[src/rtl/apb_master_bridge.sv]
// rtl/apb_master_bridge.sv - valid/ready command/response to APB4 requester bridge
//
// Purpose: turns one command at a time into an APB4 SETUP/ACCESS transfer and
// returns the read data and error status on a valid/ready response channel.
// Optional macro APB_TIMEOUT_EN adds an ACCESS-phase watchdog that aborts
// after TIMEOUT_CYCLES wait states.
//
// Ports:
//   PCLK, PRESET            clock, asynchronous active-high reset
//   cmd_valid/cmd_ready     command handshake
//   cmd_write/addr/wdata/strb/prot   command fields
//   rsp_valid/rsp_ready     response handshake
//   rsp_rdata/err/timeout   response fields
//   PSEL/PENABLE/PWRITE/PADDR/PWDATA/PSTRB/PPROT   APB request
//   PRDATA/PREADY/PSLVERR   APB completion
module apb_master_bridge #(
  parameter int ADDR_WIDTH     = 32,
  parameter int DATA_WIDTH     = 32,
  parameter int TIMEOUT_CYCLES = 16
) (
  input  logic                    PCLK,
  input  logic                    PRESET,
  input  logic                    cmd_valid,
  output logic                    cmd_ready,
  input  logic                    cmd_write,
  input  logic [ADDR_WIDTH-1:0]   cmd_addr,
  input  logic [DATA_WIDTH-1:0]   cmd_wdata,
  input  logic [DATA_WIDTH/8-1:0] cmd_strb,
  input  logic [2:0]              cmd_prot,
  output logic                    rsp_valid,
  input  logic                    rsp_ready,
  output logic [DATA_WIDTH-1:0]   rsp_rdata,
  output logic                    rsp_err,
  output logic                    rsp_timeout,
  output logic                    PSEL,
  output logic                    PENABLE,
  output logic                    PWRITE,
  output logic [ADDR_WIDTH-1:0]   PADDR,
  output logic [DATA_WIDTH-1:0]   PWDATA,
  output logic [DATA_WIDTH/8-1:0] PSTRB,
  output logic [2:0]              PPROT,
  input  logic [DATA_WIDTH-1:0]   PRDATA,
  input  logic                    PREADY,
  input  logic                    PSLVERR
);

  if (TIMEOUT_CYCLES < 1 ||
      (DATA_WIDTH != 8 && DATA_WIDTH != 16 && DATA_WIDTH != 32)) begin : g_bad_params
    $error("apb_master_bridge: illegal DATA_WIDTH or TIMEOUT_CYCLES");
  end

  typedef enum logic [1:0] {IDLE, SETUP, ACCESS, RESP} state_t;

  state_t r_state;
  state_t w_next;
  logic   w_accept;
  logic   w_complete;
  logic   w_abort;
  logic   w_limit;

`ifdef APB_TIMEOUT_EN
  localparam int CNT_W = $clog2(TIMEOUT_CYCLES + 1);
  logic [CNT_W-1:0] r_wait_cnt;
  logic             r_timeout;

  // Held at zero outside ACCESS so every transfer starts its count fresh.
  always_ff @(posedge PCLK or posedge PRESET) begin
    if (PRESET)                 r_wait_cnt <= '0;
    else if (r_state != ACCESS) r_wait_cnt <= '0;
    else if (!PREADY)           r_wait_cnt <= r_wait_cnt + 1'b1;
  end

  // True on the wait cycle that would bring the count up to the limit.
  assign w_limit     = (r_wait_cnt == CNT_W'(TIMEOUT_CYCLES - 1));
  assign rsp_timeout = r_timeout;
`else
  assign w_limit     = 1'b0;
  assign rsp_timeout = 1'b0;
`endif

  always_ff @(posedge PCLK or posedge PRESET) begin
    if (PRESET) r_state <= IDLE;
    else        r_state <= w_next;
  end

  // PSEL/PENABLE decode straight from the state register so reset clears them
  // without waiting for an edge. cmd_ready is also masked by reset itself.
  always_comb begin
    w_next     = r_state;
    cmd_ready  = 1'b0;
    rsp_valid  = 1'b0;
    PSEL       = 1'b0;
    PENABLE    = 1'b0;
    w_accept   = 1'b0;
    w_complete = 1'b0;
    w_abort    = 1'b0;
    case (r_state)
      IDLE: begin
        cmd_ready = !PRESET;
        if (cmd_valid && !PRESET) begin
          w_accept = 1'b1;
          w_next   = SETUP;
        end
      end
      SETUP: begin
        PSEL   = 1'b1;
        w_next = ACCESS;
      end
      ACCESS: begin
        PSEL    = 1'b1;
        PENABLE = 1'b1;
        // Normal completion takes priority over the watchdog.
        if (PREADY) begin
          w_complete = 1'b1;
          w_next     = RESP;
        end else if (w_limit) begin
          w_abort = 1'b1;
          w_next  = RESP;
        end
      end
      RESP: begin
        rsp_valid = 1'b1;
        if (rsp_ready) w_next = IDLE;
      end
      default: w_next = IDLE;
    endcase
  end

  // Request fields are loaded only on accept, so they hold between transfers.
  always_ff @(posedge PCLK or posedge PRESET) begin
    if (PRESET) begin
      PADDR     <= '0;
      PWRITE    <= 1'b0;
      PWDATA    <= '0;
      PSTRB     <= '0;
      PPROT     <= '0;
      rsp_rdata <= '0;
      rsp_err   <= 1'b0;
    end else begin
      if (w_accept) begin
        PADDR  <= cmd_addr;
        PWRITE <= cmd_write;
        PWDATA <= cmd_write ? cmd_wdata : '0;
        PSTRB  <= cmd_write ? cmd_strb : '0;
        PPROT  <= cmd_prot;
      end
      if (w_complete) begin
        rsp_rdata <= PWRITE ? '0 : PRDATA;
        rsp_err   <= PSLVERR;
      end else if (w_abort) begin
        rsp_rdata <= '0;
        rsp_err   <= 1'b1;
      end
    end
  end

`ifdef APB_TIMEOUT_EN
  always_ff @(posedge PCLK or posedge PRESET) begin
    if (PRESET)          r_timeout <= 1'b0;
    else if (w_complete) r_timeout <= 1'b0;
    else if (w_abort)    r_timeout <= 1'b1;
  end
`endif

endmodule
[config.mk]
export PLATFORM = sky130hd
export DESIGN_NAME = apb_master_bridge
export DESIGN_NICKNAME = d
export VERILOG_FILES = /design/src/rtl/apb_master_bridge.sv
export SDC_FILE = /design/constraint.sdc
export NUM_CORES = 1
export LEC_CHECK = 0
export ABC_CLOCK_PERIOD_IN_PS = 8000
export CAP_MARGIN = 20
export CORE_ASPECT_RATIO = 1.5
export CORE_MARGIN = 8
export CORE_UTILIZATION = 32
export DETAILED_ROUTE_END_ITERATION = 10
export GPL_ROUTABILITY_DRIVEN = 0
export PLACE_DENSITY = 0.65
export SETUP_SLACK_MARGIN = 0.05
export SYNTH_ARGS = -nofsm -noshare
export SYNTH_HDL_FRONTEND = slang
export SYNTH_SLANG_ARGS = --single-unit
[constraint.sdc]
create_clock -name PCLK -period 8 [get_ports PCLK]
set_input_delay 1.6 -clock PCLK [delete_from_list [all_inputs] [get_ports PCLK]]
set_output_delay 1.6 -clock PCLK [all_outputs]
set_load 0.1 [all_outputs]
==> flow_summary_export.csv <==
group,metric,value,unit
run_status,status,"complete, no violations",
floorplanning,coreArea,0.0133,mm^2
yosys,synth.most_common_cell,"dfrtp_1",
sta,finalSetupViolCount,0,
clock_network,holdBufCountCts,0,
route,wl,12.3,mm
job,maxCapViolCount,0,
global_route,track_usage,0.140,
route,num_vias,3417,
yosys,synth_edf_count,0,
setup_path,r2r_cells,5,
setup_path,cp_max_fo,4,
floorplanning,start_util,0.323,
floorplanning,fp.dieW,111,um
global_route,grt_pass1_vias,3658,
clock_network,cts_sinks,107,
yosys,yosys.cell_types.count,18,
worst_hold_path,holdCritPathClass,"reg -> reg",
setup_path,critical-path-max-stage-delay,1.15,ns
yosys,synth_area_leader_cell,"dfrtp_1",
yosys,netlist_top_cells_area,"dfrtp_1, mux2_2, nand2_1",
layout,layout-area-overhead-vs-synth,60.6,%
clock_network,cts_buffers,9,
floorplanning,dieHeight,158,um
route,wire_per_inst,16.1,um
sta,max_freq,201,MHz
sta,tns,0,ns
sta,report.final.slew_viol_count,0,
setup_path,cp_top_family,"buffers and inverters",
route,via_per_inst,4.47,
yosys,syn_avg_cell_area,10.9,um^2
setup_path,cp-start-kind,"primary input",
yosys,yosys_warnings,0,
yosys,postSynthCellCount,393,
clock_network,htreeDepth,3,
route,ant_nets,0,
global_route,grt_max_degree,96,
sta,rsz0062_at_grt,"false",
route,post-route-drc-count,0,
setup_path,cp.required,6.40,ns
placed_design,dpl.hpwl,9.36,mm
clock_network,cts_buffer_depth,2,
sta,slew_headroom,0.321,
layout,drive_gt1_frac,0.0962,
placed_design,port_buffers,218,
setup_path,setup.worst_path.class,"in -> out",
global_route,antenna_found_initial,0,
setup_path,critical_path_buf_inv_count,2,
setup_path,end_kind,"output pin",
layout,antenna_cells,0,
setup_path,crit_cells,3,
global_route,grt_overflow,0,
global_route,grt_pass1_wl,19.8,mm
floorplanning,pin_count,220,
yosys,synth-async-reset-ratio,1.00,
route,drtPass1Iterations,4,
sta,finalHoldViolations,0,
clock_network,tritoncts,"done",
yosys,ys.flop_type,"dfrtp_1",
layout,fin_nets,712,
yosys,synth_commonest_cells,"dfrtp_1, nand2_1, o21ai_0, mux2_2, nand2b_1",
worst_hold_path,hold_path_depth,2,
floorplanning,die_area,0.0175,mm^2
yosys,yosysTopAreaCellShare,0.622,
yosys,ys_ff_latch,107,
clock_network,postCtsSetupBuffers,0,
clock_network,cts_resized,0,
setup_path,critPathArrivalTime,3.38,ns
sta,period_needed,4.98,ns
setup_path,crit_path_frequent_cell,"clkdlybuf4s50_1",
layout,fillCellCount,1197,
yosys,synth_nets,507,
clock_network,root_buffer,"clkbuf_16",
setup_path,timing.critical_path.slowest_stage_cell,"clkdlybuf4s50_1",
yosys,synth_area,0.00430,mm^2
route,drtIter0Drc,126,
sta,timing.final.crit_share,0.622,
sta,fin_worst_skew,0.00590,ns
yosys,synth-seq-area-share,0.622,
clock_network,clock_latency,0.34,ns
sta,worst_pin_slew,1.01,ns
setup_path,crit_chain,"clkdlybuf4s50_1 > nor2b_1 > clkdlybuf4s50_1",
clock_network,clk_pin_slew,0.07,ns
floorplanning,placementRows,52,
per-stage QoR:
step	cell area, um^2	setup slack, ns	cells	hold WS, ns	util
finish	6910	3.02	765	0.478	0.518
global route	6910	2.99	765	0.503	0.518
CTS	6910	3.02	765	0.485	0.518
detailed placement	6580	3.02	749	0.469	0.493
global placement	6560	3.02	748	0.461	0.492
floorplan	4300	3.46	393	0.512	-
sequential cells by signal, summed over array words and instances, names as in the netlist:
name / count
r_state: 2
PWRITE: 1
rsp_rdata: 32
PPROT: 3
PADDR: 32
PWDATA: 32
PSTRB: 4
rsp_err: 1
layout by cell type (no fill, tap or decap):
cell | Yosys | layout
clkbuf_8 | 0 | 1
buf_8 | 0 | 1
nand2_2 | 0 | 1
nor2_1 | 1 | 1
clkinv_4 | 0 | 1
inv_6 | 0 | 1
clkinvlp_4 | 0 | 1
nand3b_1 | 1 | 1
clkbuf_16 | 0 | 9
nand2b_1 | 33 | 33
inv_1 | 5 | 4
mux2_1 | 1 | 1
a222oi_1 | 1 | 1
buf_4 | 2 | 2
conb_1 | 1 | 1
nand2_1 | 105 | 104
nor2b_1 | 1 | 1
clkdlybuf4s50_1 | 0 | 218
inv_8 | 0 | 1
bufinv_16 | 0 | 2
mux2i_1 | 1 | 1
dfrtp_1 | 107 | 107
ha_1 | 4 | 4
inv_4 | 0 | 1
o21ai_0 | 68 | 68
mux2_2 | 37 | 37
area by class of cell:
cell class	instances	area (um^2)	area share
clock buffer	10	239	0.0346
clock inverter	6	96.3	0.0139
inverter	5	21.3	0.00308
multi-input combinational	254	1460	0.212
sequential	107	2680	0.387
tap	162	203	0.0293
timing repair buffer	221	2210	0.320
per-layer routing:
metal | track usage | up-vias | routed length, um
met5 | 0 | - | 0
met4 | 0.0549 | 0 | 257
li1 | - | 1684 | -
met2 | 0.237 | 142 | 6140
met1 | 0.150 | 1571 | 4730
met3 | 0.0648 | 20 | 1160
worst min-delay path, delay by kind of cell, from the launching register on:
kind / cells / cell delay [ns]
flops: 1 / 0.34
compound gates: 1 / 0.06
simple gates: 1 / 0.04
worst paths after layout:
| check | startpoint | endpoint | slack [ns] |
|---|---|---|---|
| setup / recovery | PRESET | cmd_ready | 3.02 |
| hold / removal | PWDATA[11] | PWDATA[11] | 0.48 |
| setup reg to reg | r_state[0] | PADDR[9] | 5.48 |
| hold reg to reg | PWDATA[11] | PWDATA[11] | 0.48 |
| max in group asynchronous | PRESET | PWDATA[29] | 5.04 |
| min in group asynchronous | PRESET | PADDR[4] | 1.70 |
logic make-up after synthesis:
family                     share of synthesized area
AOI/OAI and AO/OA                             0.0814
adders and majority gates                     0.0116
buffers and inverters                         0.0384
DFF                                            0.622
muxes                                          0.102
other                                       0.000872
and+or+nand+nor                                0.144
Power is not shown: default switching activity piles up to over one toggle a cycle in this logic, so the estimate is an artifact.
